<file path="src/rtl/mmio_uart_tx.sv">
// mmio_uart_tx: memory-mapped console transmitter.
// Snoops the MEM-stage store bus, queues byte stores to TX_ADDR in a small
// FIFO and serialises them as UART frames on tx (8N1 by default). A status
// word {overflow, tx_busy, fifo_full} is readable at STATUS_ADDR.
// Optional feature macro: UART_PARITY_EN (adds an even-parity bit between the
// last data bit and the stop bit, giving 8E1 frames).
// FIFO_DEPTH must be a power of two (>= 2) so the pointers wrap naturally.

module mmio_uart_tx #(
    parameter int          CLKS_PER_BIT = 4,
    parameter int          FIFO_DEPTH   = 8,
    parameter logic [7:0]  TX_ADDR      = 8'hFF,
    parameter logic [7:0]  STATUS_ADDR  = 8'hFE
) (
    input  logic                          clock,
    input  logic                          clear,
    input  logic                          wren,
    input  logic [7:0]                    addr,
    input  logic [31:0]                   din,
    output logic [31:0]                   rdata,
    output logic                          tx,
    output logic                          tx_busy,
    output logic                          fifo_full,
    output logic [$clog2(FIFO_DEPTH):0]   fifo_count,
    output logic                          overflow
);

    localparam int PTR_W  = $clog2(FIFO_DEPTH);
    localparam int CNT_W  = PTR_W + 1;
    localparam int BAUD_W = $clog2(CLKS_PER_BIT);

    localparam logic [BAUD_W-1:0] BAUD_LAST = BAUD_W'(CLKS_PER_BIT - 1);
    localparam logic [CNT_W-1:0]  DEPTH_CNT = CNT_W'(FIFO_DEPTH);

    // Frame states; PARITY only exists when the parity bit is enabled.
    typedef enum logic [2:0] {
        IDLE   = 3'd0,
        START  = 3'd1,
        DATA   = 3'd2,
        STOP   = 3'd3
`ifdef UART_PARITY_EN
        ,
        PARITY = 3'd4
`endif
    } txState_e;

    // ------------------------------------------------------------------
    // FIFO storage and bookkeeping
    // ------------------------------------------------------------------
    logic [7:0]        fifoMem [FIFO_DEPTH];
    logic [PTR_W-1:0]  wrPtr_q, wrPtr_d;
    logic [PTR_W-1:0]  rdPtr_q, rdPtr_d;
    logic [CNT_W-1:0]  count_q, count_d;
    logic              overflow_q, overflow_d;

    logic              storeHit;
    logic              fifoFull;
    logic              fifoEmpty;
    logic              push;
    logic              pop;
    logic [7:0]        headByte;

    // ------------------------------------------------------------------
    // Serialiser state
    // ------------------------------------------------------------------
    txState_e          state_q, state_d;
    logic [BAUD_W-1:0] baud_q, baud_d;
    logic [2:0]        bitIdx_q, bitIdx_d;
    logic [7:0]        shreg_q, shreg_d;
    logic              tx_q, tx_d;
    logic              baudDone;
    logic              busy;
`ifdef UART_PARITY_EN
    logic              parity_q, parity_d;
`endif

    // Only the low byte of the store data is used by this peripheral.
    logic              unusedDinBits;
    assign unusedDinBits = ^din[31:8];

    // Store decode and FIFO status; full is taken from the registered count,
    // so a push is judged before any pop happening on the same edge.
    always_comb begin
        storeHit  = wren && (addr == TX_ADDR);
        fifoFull  = (count_q == DEPTH_CNT);
        fifoEmpty = (count_q == '0);
        push      = storeHit && !fifoFull;
        pop       = (state_q == IDLE) && !fifoEmpty;
        headByte  = fifoMem[rdPtr_q];
    end

    // Next values for pointers, occupancy and the sticky overflow flag.
    always_comb begin
        wrPtr_d    = wrPtr_q;
        rdPtr_d    = rdPtr_q;
        count_d    = count_q;
        overflow_d = overflow_q;
        if (push) begin
            wrPtr_d = wrPtr_q + PTR_W'(1);
        end
        if (pop) begin
            rdPtr_d = rdPtr_q + PTR_W'(1);
        end
        unique case ({push, pop})
            2'b10:   count_d = count_q + CNT_W'(1);
            2'b01:   count_d = count_q - CNT_W'(1);
            default: count_d = count_q;
        endcase
        if (storeHit && fifoFull) begin
            overflow_d = 1'b1;
        end
    end

    // FIFO data array; contents need no reset because count guards reads.
    always_ff @(posedge clock) begin
        if (push) begin
            fifoMem[wrPtr_q] <= din[7:0];
        end
    end

    // FIFO pointer, occupancy and overflow registers.
    always_ff @(posedge clock) begin
        if (clear) begin
            wrPtr_q    <= '0;
            rdPtr_q    <= '0;
            count_q    <= '0;
            overflow_q <= 1'b0;
        end else begin
            wrPtr_q    <= wrPtr_d;
            rdPtr_q    <= rdPtr_d;
            count_q    <= count_d;
            overflow_q <= overflow_d;
        end
    end

    // ------------------------------------------------------------------
    // Serialiser FSM
    // ------------------------------------------------------------------

    // State register: state, baud counter, shifter and the registered tx pin.
    always_ff @(posedge clock) begin
        if (clear) begin
            state_q  <= IDLE;
            baud_q   <= '0;
            bitIdx_q <= '0;
            shreg_q  <= '0;
            tx_q     <= 1'b1;
`ifdef UART_PARITY_EN
            parity_q <= 1'b0;
`endif
        end else begin
            state_q  <= state_d;
            baud_q   <= baud_d;
            bitIdx_q <= bitIdx_d;
            shreg_q  <= shreg_d;
            tx_q     <= tx_d;
`ifdef UART_PARITY_EN
            parity_q <= parity_d;
`endif
        end
    end

    // Next-state logic: each bit slot lasts CLKS_PER_BIT cycles.
    always_comb begin
        state_d  = state_q;
        baud_d   = baud_q;
        bitIdx_d = bitIdx_q;
        shreg_d  = shreg_q;
`ifdef UART_PARITY_EN
        parity_d = parity_q;
`endif
        baudDone = (baud_q == BAUD_LAST);

        unique case (state_q)
            IDLE: begin
                baud_d = '0;
                if (pop) begin
                    shreg_d  = headByte;
                    bitIdx_d = '0;
                    state_d  = START;
`ifdef UART_PARITY_EN
                    parity_d = ^headByte;
`endif
                end
            end
            START: begin
                if (baudDone) begin
                    baud_d  = '0;
                    state_d = DATA;
                end else begin
                    baud_d = baud_q + BAUD_W'(1);
                end
            end
            DATA: begin
                if (baudDone) begin
                    baud_d  = '0;
                    shreg_d = {1'b0, shreg_q[7:1]};
                    if (bitIdx_q == 3'd7) begin
`ifdef UART_PARITY_EN
                        state_d = PARITY;
`else
                        state_d = STOP;
`endif
                    end else begin
                        bitIdx_d = bitIdx_q + 3'd1;
                    end
                end else begin
                    baud_d = baud_q + BAUD_W'(1);
                end
            end
`ifdef UART_PARITY_EN
            PARITY: begin
                if (baudDone) begin
                    baud_d  = '0;
                    state_d = STOP;
                end else begin
                    baud_d = baud_q + BAUD_W'(1);
                end
            end
`endif
            STOP: begin
                if (baudDone) begin
                    baud_d  = '0;
                    state_d = IDLE;
                end else begin
                    baud_d = baud_q + BAUD_W'(1);
                end
            end
            default: begin
                state_d = IDLE;
                baud_d  = '0;
            end
        endcase
    end

    // Output logic: tx is precomputed from the next state so the pin changes
    // on the same edge as the state; busy reflects the current state.
    always_comb begin
        tx_d = 1'b1;
        busy = (state_q != IDLE);
        unique case (state_d)
            IDLE:    tx_d = 1'b1;
            START:   tx_d = 1'b0;
            DATA:    tx_d = shreg_d[0];
`ifdef UART_PARITY_EN
            PARITY:  tx_d = parity_d;
`endif
            STOP:    tx_d = 1'b1;
            default: tx_d = 1'b1;
        endcase
    end

    // Status word read port; purely combinational, no side effects.
    always_comb begin
        rdata = '0;
        if (addr == STATUS_ADDR) begin
            rdata = {29'b0, overflow_q, busy, fifoFull};
        end
    end

    assign tx         = tx_q;
    assign tx_busy    = busy;
    assign fifo_full  = fifoFull;
    assign fifo_count = count_q;
    assign overflow   = overflow_q;

endmodule

</file>
<file path="config.mk">
export PLATFORM = sky130hd
export DESIGN_NAME = mmio_uart_tx
export DESIGN_NICKNAME = d
export VERILOG_FILES = /design/src/rtl/mmio_uart_tx.sv
export SDC_FILE = /design/constraint.sdc
export NUM_CORES = 1
export LEC_CHECK = 0
export ABC_AREA = 1
export ABC_CLOCK_PERIOD_IN_PS = 2780
export BUFFER_PORTS_ARGS = -buffer_cell sky130_fd_sc_hd__buf_2
export CAP_MARGIN = 20
export CELL_PAD_IN_SITES_DETAIL_PLACEMENT = 1
export CELL_PAD_IN_SITES_GLOBAL_PLACEMENT = 1
export CORE_MARGIN = 3
export CORE_UTILIZATION = 30
export DETAILED_ROUTE_END_ITERATION = 6
export GPL_ROUTABILITY_DRIVEN = 0
export GPL_TIMING_DRIVEN = 0
export MAX_ROUTING_LAYER = met4
export PLACE_DENSITY = 0.59
export SYNTH_ARGS = -nofsm -noshare
export SYNTH_HDL_FRONTEND = slang
export SYNTH_SLANG_ARGS = --single-unit
</file>
<file path="constraint.sdc">
create_clock -name clock -period 2.78 [get_ports clock]
set_input_delay 0.278 -clock clock [delete_from_list [all_inputs] [get_ports clock]]
set_output_delay 0.278 -clock clock [all_outputs]
set_load 0.01 [all_outputs]
</file>
# [Yosys cells after proc, flatten, opt, wreduce, memory -nomap -nowiden]
# Memories as Yosys holds them, arrays and structs flattened. A register that Yosys moved wholly into a read port is not among the register bits.
# Index checks and enable logic that the tools add are counted.
[totals] in_bits=43 n_memories=1 mem_bits_rw=64 ff_bits=28
[classes] addsub=6 n_eq_ne=15 n_mux=20 n_bitwise=1 reduce_logical=15
[memory_table] memory="fifoMem" depth=8 word_bits=8 read_ports=1 rd_clocked_by_memory_dff=1 write_ports=1 line="50" source="logic [7:0] fifoMem [FIFO_DEPTH];"
[op_table] cell="$mux 3" count=11
[op_table] cell="$eq 8x8->1 const B" count=2
[op_table] cell="$mux 8" count=2
[op_table] cell="$pmux 8 s2" count=1
[op_table] cell="$pmux 3 s4" count=1
[op_table] cell="$add 3x1->3 const B" count=3
[op_table] cell="$eq 3x2->1 const B" count=3
[op_table] cell="$pmux 4 s2" count=1
[op_table] cell="$eq 3x1->1 const B" count=2
[op_table] cell="$ne 2x2->1 const B" count=3
[op_table] cell="$pmux 3 s2" count=1
[op_table] cell="$reduce_or 3->1" count=2
[op_table] cell="$add 4x1->4 const B" count=1
[op_table] cell="$eq 2x2->1 const B" count=2
[op_table] cell="$eq 4x4->1 const B" count=1
[op_table] cell="$logic_and 1x1->1" count=4
[op_table] cell="$logic_not 4->1" count=1
[op_table] cell="$reduce_and 4->1" count=1
[op_table] cell="$reduce_bool 2->1" count=2
[op_table] cell="$sub 4x1->4 const B" count=1
[op_table] cell="$eq 3x3->1 const B" count=1
[op_table] cell="$logic_not 3->1" count=1
[op_table] cell="$reduce_and 3->1" count=1
[op_table] cell="$reduce_bool 3->1" count=1
[op_table] cell="other kinds (6)" count=8

# [Logic depth before layout (Yosys ltp)]
# Gate-level depths: netlist of run 1.
[logic_depth] depth_word=7 ltp_mapped=13

# [Worst setup path after synthesis of run 1]
# No wires, ideal clock.
[synth_timing] path_kind="reg-to-reg" from="reg count_q[1], in the netlist fifo_count[1]" to="mem fifoMem[0][0], enable pin" path_buffers=0 arrival_ns=1.657 path_slack_ns=0.739 path_stages_with_launch=9 t_required_ns=2.397 setup_time_ns=0.383 cell_sequence="dfxtp_1 > clkinv_2 > nand3_4 > nor2_4 > inv_2 > nand3_2 > inv_2 > nand2_1 > nor3_1"
[synth_via] elab_chain_len=5
[synth_rtl] item="start, declared" line="53" source="logic [CNT_W-1:0] count_q, count_d;"
[synth_rtl] item="start signal, assigned" line="131" source="count_q <= count_d;"
[synth_rtl] item="$eq 4x4->1" line="85" source="fifoFull = (count_q == DEPTH_CNT);"
[synth_rtl] item="named net fifo_full" line="23" source="output logic fifo_full,"
[synth_rtl] item="$logic_not 1->1" line="87" source="push = storeHit && !fifoFull;"
[synth_rtl] item="$logic_and 1x1->1" line="87"
[synth_rtl] item="$mux 1" line="116" source="if (push) begin"
[synth_rtl] item="$mux 1 (not written as such)" line="117" source="fifoMem[wrPtr_q] <= din[7:0];"
[synth_rtl] item="end, declared" line="50"
# The timed path passes the listed nets, and every way through them passes these cells.

# [Worst setup path in the final report of run 1]
[layout_timing] from="reg count_q[1], in the netlist fifo_count[1]" to="reg count_q[2], in the netlist fifo_count[2]"
[layout_via] elab_chain_len=5
[layout_rtl] item="$logic_not 4->1 (*)" line="86" source="fifoEmpty = (count_q == '0);"
[layout_rtl] item="$logic_not 1->1 (*)" line="88" source="pop = (state_q == IDLE) && !fifoEmpty;"
[layout_rtl] item="$logic_and 1x1->1 (*)" line="88"
[layout_rtl] item="named net pop" line="60" source="logic pop;"
[layout_rtl] item="$eq 2x1->1 / $eq 2x2->1 (equally long branches)" line="104" source="unique case ({push, pop})"
[layout_rtl] item="$pmux 4 s2 / $reduce_bool 2->1 (equally long branches)"
# Mark *: on every way through the listed nets, which the timed path passes. The rest lies on a longest branch.
# A chain may end at the register's enable or synchronous reset.

==> results.md, run 1 <==
* Slew at the pin closest to its max-slew limit at roughly 0.95 ns
* Initial Utilization at a little under a third
* Path class of the lowest-slack min-delay path: in -> reg
* Y dimension of the die at about 130 um
* Reg-to-reg critical path startpoint: fifo_count[1]
* Ratio of cells with drive above 1 in the final layout at about a quarter
* Dpl ws at 0.429 ns
* Worst R2R Path Depth at 12
* Number of levels the H-tree was split into at 3
* Max-cap check violation count at 0
* Pwr per Cell Area at about 770 nW/um^2
* Worst Setup Start Kind: register
* Result of the run: finished, final reports clean
* Type of the setup path with the least slack: reg -> reg
* Antenna diode count at 0
* Post-synthesis area per instance at 10.3 sq um
* Final min period at roughly 2.3 ns
* Signal arrival time at the worst endpoint at 2.51 ns
* Wirelength, routed at approximately 11000 um
* Reg-to-reg critical path endpoint: fifo_count[2]
* Seq. cell area at between 2000 and 3000 sq um
* Hold violation count in the final report at 0
* WP buf/inv at 3
* Clock latency of the later-clocked register in the worst-skew pair at roughly 0.35 ns
* Overall overflow remaining after global route at 0
* CTS sink count at 95
* Worst setup margin at 0.513 ns
* Number of cells upsized or downsized after cts at 0
* WHS at approximately 0.19 ns
* Setup repair after global routing missed its margin: false
* DR vias/cell at between 4 and 5
* Die area at between 15000 and 20000 sq um
* Clock tree from TritonCTS: yes
* Hold path cells at 1
* Cell breakdown of the critical path: clkinv_2, nand3_4, nor2_2, nor2_4, buf_4, ha_1, xor2_1, ha_1, a21oi_1, xnor2_1, o21ai_0, inv_1
* First-pass GRT wire length at approximately 17000 um
* End point of the most critical hold path: fifoMem[5][6]
* Number of warning messages in the yosys log at 0
* Relative slew slack at between 30 and 40%
* Post-CTS Repair Setup Buffers at 0
* Most Frequent Cell on Critical Path: sky130_fd_sc_hd__ha_1
* Worst IR Drop VDD at around 0.38 mV
* Sum of net half-perimeters after detailed placement at 7330 um
* Number of DRC markers in iteration 0 at between 150 and 200
* Largest net degree at the start of global routing at 18
* Layout area overhead at 20.2%
* Number of global-route vias before repair at 3151
* Setup slack of the worst register-to-register path at ~0.51 ns
* Post-Synthesis Cell Area at approximately 4300 sq um
* Input/output buffers at 29
* Worst-path clk slew at 0.07 ns
* Top-Level Pins at slightly above 80
* Number of buffers inserted by hold repair at cts at 0
* Leakage power figure at roughly 2.0 nW
* Setup-violating endpoint count in the final report at 0
* Achievable clock frequency at 441 MHz
* Combined area of the multi-input logic cells at about 1400 sq um
* Die width at ~130 um
* Number of buffers created by CTS at 9
* Maximum buffer depth of the clock tree at 2
* Gate family responsible for the most delay along the worst path: adder cells
* Final antenna-violating net count at 0
* Cell count after synthesis at roughly 420
* Sequential cell area fraction in the yosys report at around three fifths
* CP max stage cell: sky130_fd_sc_hd__dfxtp_1
* Post-synthesis async set-or-reset flop share at 0%
* Worst hold path startpoint: din[6]
* Biggest cell delay along the critical path at roughly 0.44 ns
* Portion of the clock cycle consumed by the worst path in the final layout at around 82%
* Standard-cell row count at 43
* Worst clock skew at ~0.0077 ns
* Clock tree root buffer cell: sky130_fd_sc_hd__clkbuf_16
* Number of enable flip-flop cells after synthesis at 64
* Highest net fanout along the worst path at 11
* Required time at the endpoint of the critical path at 3.02 ns
* Wire per inst at 15.6 um
* Detailed-routing iteration count for the pre-antenna-repair pass at 6
* Area inside the core boundary at 13900 sq um
* Global routing usage summed across all routing layers at 14.1%
* Number of slew-limit violations in the final report at 0
* Most used DFF post-synth: sky130_fd_sc_hd__edfxtp_1
* Endpoint type of the worst setup path: register
* Antenna violations before repair at 0
* Synth unique cells at 36
* Number of register bits inferred by synthesis at 95
* Nets@finish at 540
* DRC at 0
* Count of filler cells inserted in the layout at 1603
* Overall via count from detail_route at 3076
==> registers in the layout, summed over array words and instances (netlist names), named ones only <==
register    cells
fifoMem        64
shreg_q         8
fifo_count      4
bitIdx_q        3
rdPtr_q         3
state_q         3
wrPtr_q         3
baud_q          2
overflow        1
tx              1
==> per-layer routing <==
metal  part of all wire [%]  up-vias  GRT usage, %  routed length [um]
li1                       -     1506             -                   -
met1                     45     1496          16.6                4690
met2                     49       64          23.9                5190
met3                    4.6       10          3.35                 479
met4                    1.5        0          4.92                 153
met5                      0        -             -                   0
==> power by group <==
group,total [mW],switching (mW),internal (mW)
clock network,1.37,0.541,0.826
logic,0.942,0.607,0.334
registers,1.68,0.0757,1.60
==> layout make-up <==
| type | instances | share of cell area (%) |
|---|---|---|
| clock buffers | 11 | 4.69 |
| clock inverters | 5 | 1.72 |
| multi-input cells | 258 | 27.4 |
| plain buffers | 42 | 5.71 |
| well taps | 180 | 4.35 |
| inverters | 52 | 3.80 |
| repair buffers | 31 | 3.17 |
| flip-flops and latches | 95 | 49.1 |
==> cell usage after synthesis (8+ instances only) <==
library cell,number,area share (%)
sky130_fd_sc_hd__nor3_1,10,1.2
sky130_fd_sc_hd__nor2_1,50,4.4
sky130_fd_sc_hd__o211ai_1,12,2.1
sky130_fd_sc_hd__edfxtp_1,64,45
sky130_fd_sc_hd__o21ai_0,33,3.8
sky130_fd_sc_hd__dfxtp_1,31,14
sky130_fd_sc_hd__nand2_1,37,3.2
sky130_fd_sc_hd__o22ai_1,10,1.5
sky130_fd_sc_hd__buf_4,33,5.8
sky130_fd_sc_hd__a21oi_1,22,2.6
sky130_fd_sc_hd__ha_1,8,2.3
sky130_fd_sc_hd__inv_2,8,0.70
sky130_fd_sc_hd__nand3_1,15,1.7
sky130_fd_sc_hd__inv_1,43,3.7
==> layout by cell type, fill, tap and decap left out, types with 3 or more instances in the layout <==
master                       n
sky130_fd_sc_hd__buf_2      33
sky130_fd_sc_hd__nor2_1     50
sky130_fd_sc_hd__inv_2       8
sky130_fd_sc_hd__edfxtp_1   64
sky130_fd_sc_hd__o21ai_0    33
sky130_fd_sc_hd__conb_1     30
sky130_fd_sc_hd__dfxtp_1    31
sky130_fd_sc_hd__o22ai_1    10
sky130_fd_sc_hd__o21ai_1     5
sky130_fd_sc_hd__clkbuf_1    4
sky130_fd_sc_hd__o211ai_1   12
sky130_fd_sc_hd__clkbuf_16   9
sky130_fd_sc_hd__nor2_4      3
sky130_fd_sc_hd__nor3_2      8
sky130_fd_sc_hd__a21oi_1    22
sky130_fd_sc_hd__inv_1      43
sky130_fd_sc_hd__nand2_1    37
sky130_fd_sc_hd__nand2_2     3
sky130_fd_sc_hd__xor2_1      5
sky130_fd_sc_hd__buf_4      34
sky130_fd_sc_hd__ha_1        8
sky130_fd_sc_hd__nand3_1    15
==> cell families (layout without fill, tap and decap cells) <==
| logic type | after synthesis | after routing | synth area share, % |
|---|---|---|---|
| flip-flops | 95 | 95 | 59.1 |
| other | 1 | 30 | 0.0871 |
| XOR/XNOR | 6 | 6 | 1.22 |
| AO/OA/AOI/OAI | 89 | 89 | 12.3 |
| adder cells (fa/ha/maj) | 8 | 8 | 2.33 |
| AND/OR/NAND/NOR | 125 | 125 | 13.5 |
| buffers and inverters | 94 | 141 | 11.4 |
==> worst max path at each step <==
stage,end,from,slack (ns),cells past startpoint
finish,fifo_count[2],fifo_count[1],0.51,12
global route,fifo_count[3],fifo_count[1],0.27,13
CTS,fifoMem[6][1],fifo_count[1],0.43,8
detailed placement,fifoMem[4][5],addr[1],0.43,7
global placement,fifoMem[0][4],addr[1],-0.05,7
floorplan,fifoMem[0][0],fifo_count[1],0.74,8
==> stage by stage <==
| stage | area [sq um] | utilization (%) | setup TNS, ns | cells | power (mW) |
|---|---|---|---|---|---|
| after floorplan | 4410 | - | 0 | 447 | 2.36 |
| after global placement | 4780 | 34.3 | -0.719 | 656 | 2.63 |
| after detailed placement | 4840 | 34.7 | 0 | 658 | 2.66 |
| after CTS | 5170 | 37.1 | 0 | 674 | 4.04 |
| after global routing | 5170 | 37.1 | 0 | 674 | 4.22 |
| final | 5170 | 37.1 | 0 | 674 | 3.99 |
(Power assumes the default switching activity.)
==> run 2, diff against run 1 <==
--- a/config.mk
+++ b/config.mk
@@ -6,7 +6,7 @@
 export NUM_CORES = 1
 export LEC_CHECK = 0
 export ABC_AREA = 1
-export ABC_CLOCK_PERIOD_IN_PS = 2780
+export ABC_CLOCK_PERIOD_IN_PS = 2320
 export BUFFER_PORTS_ARGS = -buffer_cell sky130_fd_sc_hd__buf_2
 export CAP_MARGIN = 20
 export CELL_PAD_IN_SITES_DETAIL_PLACEMENT = 1
==> constraint.sdc (replaced) <==
create_clock -name clock -period 2.32 [get_ports clock]
set_input_delay 0.232 -clock clock [delete_from_list [all_inputs] [get_ports clock]]
set_output_delay 0.232 -clock clock [all_outputs]
set_load 0.01 [all_outputs]
==> run 2 against run 1 <==
  * Routed wire length down 0.11%
  * Clock power up 20%
  * Via count down 1.1%
  * Cell area up 0.41%
  * Setup slack worse by 0.37 ns
  * Sequential power up 20%
  * Global-route usage unchanged
  * Total power up 20%
  * Largest cell class unchanged
  * First-iteration DRC count down 10%
  * Non-clock buffer count unchanged
  * Utilization up 0.15 points
  * Sequential share of layout area down 0.15 points
==> results.md, run 2 (synthesized netlist as in run 1, its figures left out) <==
* Largest net degree at the start of global routing at 18
* Maximum buffer depth of the clock tree at 2
* CTS sink count at 95
* Die width at about 130 um
* Worst Setup Start Kind: register
* Antenna diode count at 0
* Clock tree from TritonCTS: yes
* Worst setup margin at 0.141 ns
* Final antenna-violating net count at 0
* Leakage power figure at 2.07 nW
* Type of the setup path with the least slack: reg -> reg
* Standard-cell row count at 43
* Number of slew-limit violations in the final report at 0
* Clock latency of the later-clocked register in the worst-skew pair at between 0.3 and 0.4 ns
* Endpoint type of the worst setup path: register
* Seq. cell area at roughly 2500 sq um
* Largest register FFs at between 60 and 70
* Die area at roughly 16000 sq um
* Sum of net half-perimeters after detailed placement at 7330 um
* Cell breakdown of the critical path: clkinv_2, nand3_4, nor2_4, inv_2, nand3_2, inv_2, nand2_1, nor3_2
* Nets@finish at 540
* Initial Utilization at approximately 31%
* Combined area of the multi-input logic cells at between 1000 and 1500 sq um
* Slew at the pin closest to its max-slew limit at 0.923 ns
* Wire per inst at roughly 16 um
* Required time at the endpoint of the critical path at ~2.3 ns
* Highest net fanout along the worst path at 8
* Hold violation count in the final report at 0
* Y dimension of the die at around 130 um
* Final min period at 2.18 ns
* Ratio of cells with drive above 1 in the final layout at roughly a quarter
* Clock tree root buffer cell: sky130_fd_sc_hd__clkbuf_16
* Achievable clock frequency at 459 MHz
* CP max stage cell: sky130_fd_sc_hd__nor3_2
* DRC at 0
* Max-cap check violation count at 0
* Number of buffers created by CTS at 9
* Biggest cell delay along the critical path at around 0.73 ns
* Total power draw at 4.79 mW
* Largest reg by FF count: fifoMem
* Relative slew slack at about two fifths
* Detailed-routing iteration count for the pre-antenna-repair pass at 6
* Most frequent standard cell in the layout excluding fill and tap cells: sky130_fd_sc_hd__edfxtp_1
* Worst IR Drop VDD at 0.457 mV
* Pwr per Cell Area at between 900 and 1000 nW/um^2
* Gate family responsible for the most delay along the worst path: simple AND/OR/NAND/NOR gates
* Antenna violations before repair at 0
* WP buf/inv at 3
* Portion of the clock cycle consumed by the worst path in the final layout at around 94%
* Result of the run: finished, final reports clean
* Setup repair after global routing missed its margin: true
* Input/output buffers at 29
* Count of filler cells inserted in the layout at ~1600
* Worst-path clk slew at approximately 0.06 ns
* Number of DRC markers in iteration 0 at approximately 140
* Most Frequent Cell on Critical Path: sky130_fd_sc_hd__inv_2
* Area inside the core boundary at between 10000 and 15000 sq um
* Overall via count from detail_route at between 3000 and 4000
* Signal arrival time at the worst endpoint at roughly 2.2 ns
* Final non-filler cell area at 5190 sq um
* First-pass GRT wire length at roughly 17000 um
* Layout area overhead at 20.7%
* Post-CTS Repair Setup Buffers at 0
* Number of levels the H-tree was split into at 3
* Instance area after placement at 4840 sq um
* Dpl ws at -0.0258 ns
* Accumulated negative setup slack at 0 ns
* Global routing usage summed across all routing layers at between 10% and 20%
* Path class of the lowest-slack min-delay path: in -> reg
* Top-Level Pins at 83
* Commonest non-fill, non-tap cells in the layout: 64 x sky130_fd_sc_hd__edfxtp_1, 50 x sky130_fd_sc_hd__nor2_1, 43 x sky130_fd_sc_hd__inv_1
* Setup-violating endpoint count in the final report at 0
* Overall overflow remaining after global route at 0
* Worst clock skew at around 0.0065 ns
* Wirelength, routed at around 11000 um
* DR vias/cell at approximately 4.5
* Number of global-route vias before repair at about 3200
[run 2: through the flow]
step / cells / hold slack (ns) / utilization [%]
finish: 674 / 0.148 / 37.3
global route: 674 / 0.153 / 37.3
CTS: 674 / 0.141 / 37.1
detailed placement: 658 / 0.427 / 34.7
global placement: 656 / 0.409 / 34.3
floorplan: 447 / 0.301 / -
[run 2: final cells by class]
type / count / area share [%]
Buffer: 42 / 5.76
Clock buffer: 11 / 4.67
Clock inverter: 5 / 1.71
Inverter: 52 / 3.78
Multi-Input combinational cell: 258 / 27.6
Sequential cell: 95 / 49.0
Tap cell: 180 / 4.34
Timing Repair Buffer: 31 / 3.16
[run 2: final timing paths]
path | startpoint | end | slack, ns | depth (start not counted)
worst max-delay path | fifo_count[1] | fifoMem[2][3] | 0.14 | 8
worst min-delay path | clear | shreg_q[0] | 0.15 | 2
worst max register to register | fifo_count[1] | fifoMem[2][3] | 0.14 | 8
worst min register to register | baud_q[0] | baud_q[0] | 0.43 | 1
[run 2: metal layers]
metal	track usage (%)	vias to the layer above	wire length, um
li1	-	1505	-
met1	16.6	1475	4750
met2	23.9	50	5200
met3	3.35	11	395
met4	4.92	0	155
met5	-	-	0
[run 2: worst register-to-register path, cell delays in order, from the launching register on]
cell	delay, ns
sky130_fd_sc_hd__dfxtp_2	0.38
sky130_fd_sc_hd__clkinv_2	0.09
sky130_fd_sc_hd__nand3_4	0.12
sky130_fd_sc_hd__nor2_4	0.06
sky130_fd_sc_hd__inv_2	0.06
sky130_fd_sc_hd__nand3_2	0.11
sky130_fd_sc_hd__inv_2	0.09
sky130_fd_sc_hd__nand2_1	0.14
sky130_fd_sc_hd__nor3_2	0.73
[run 2: power breakdown]
group	total (mW)	switching (mW)	internal, mW
sequential	2.01	0.0909	1.92
clock	1.64	0.650	0.989
combinational	1.13	0.728	0.406
total	4.79	1.47	3.32
[run 2: timing repair]
item / CTS / global route
hold buffers: 0 / 0
gates resized for setup: 0 / 6
setup endpoints to repair: 24 / 51
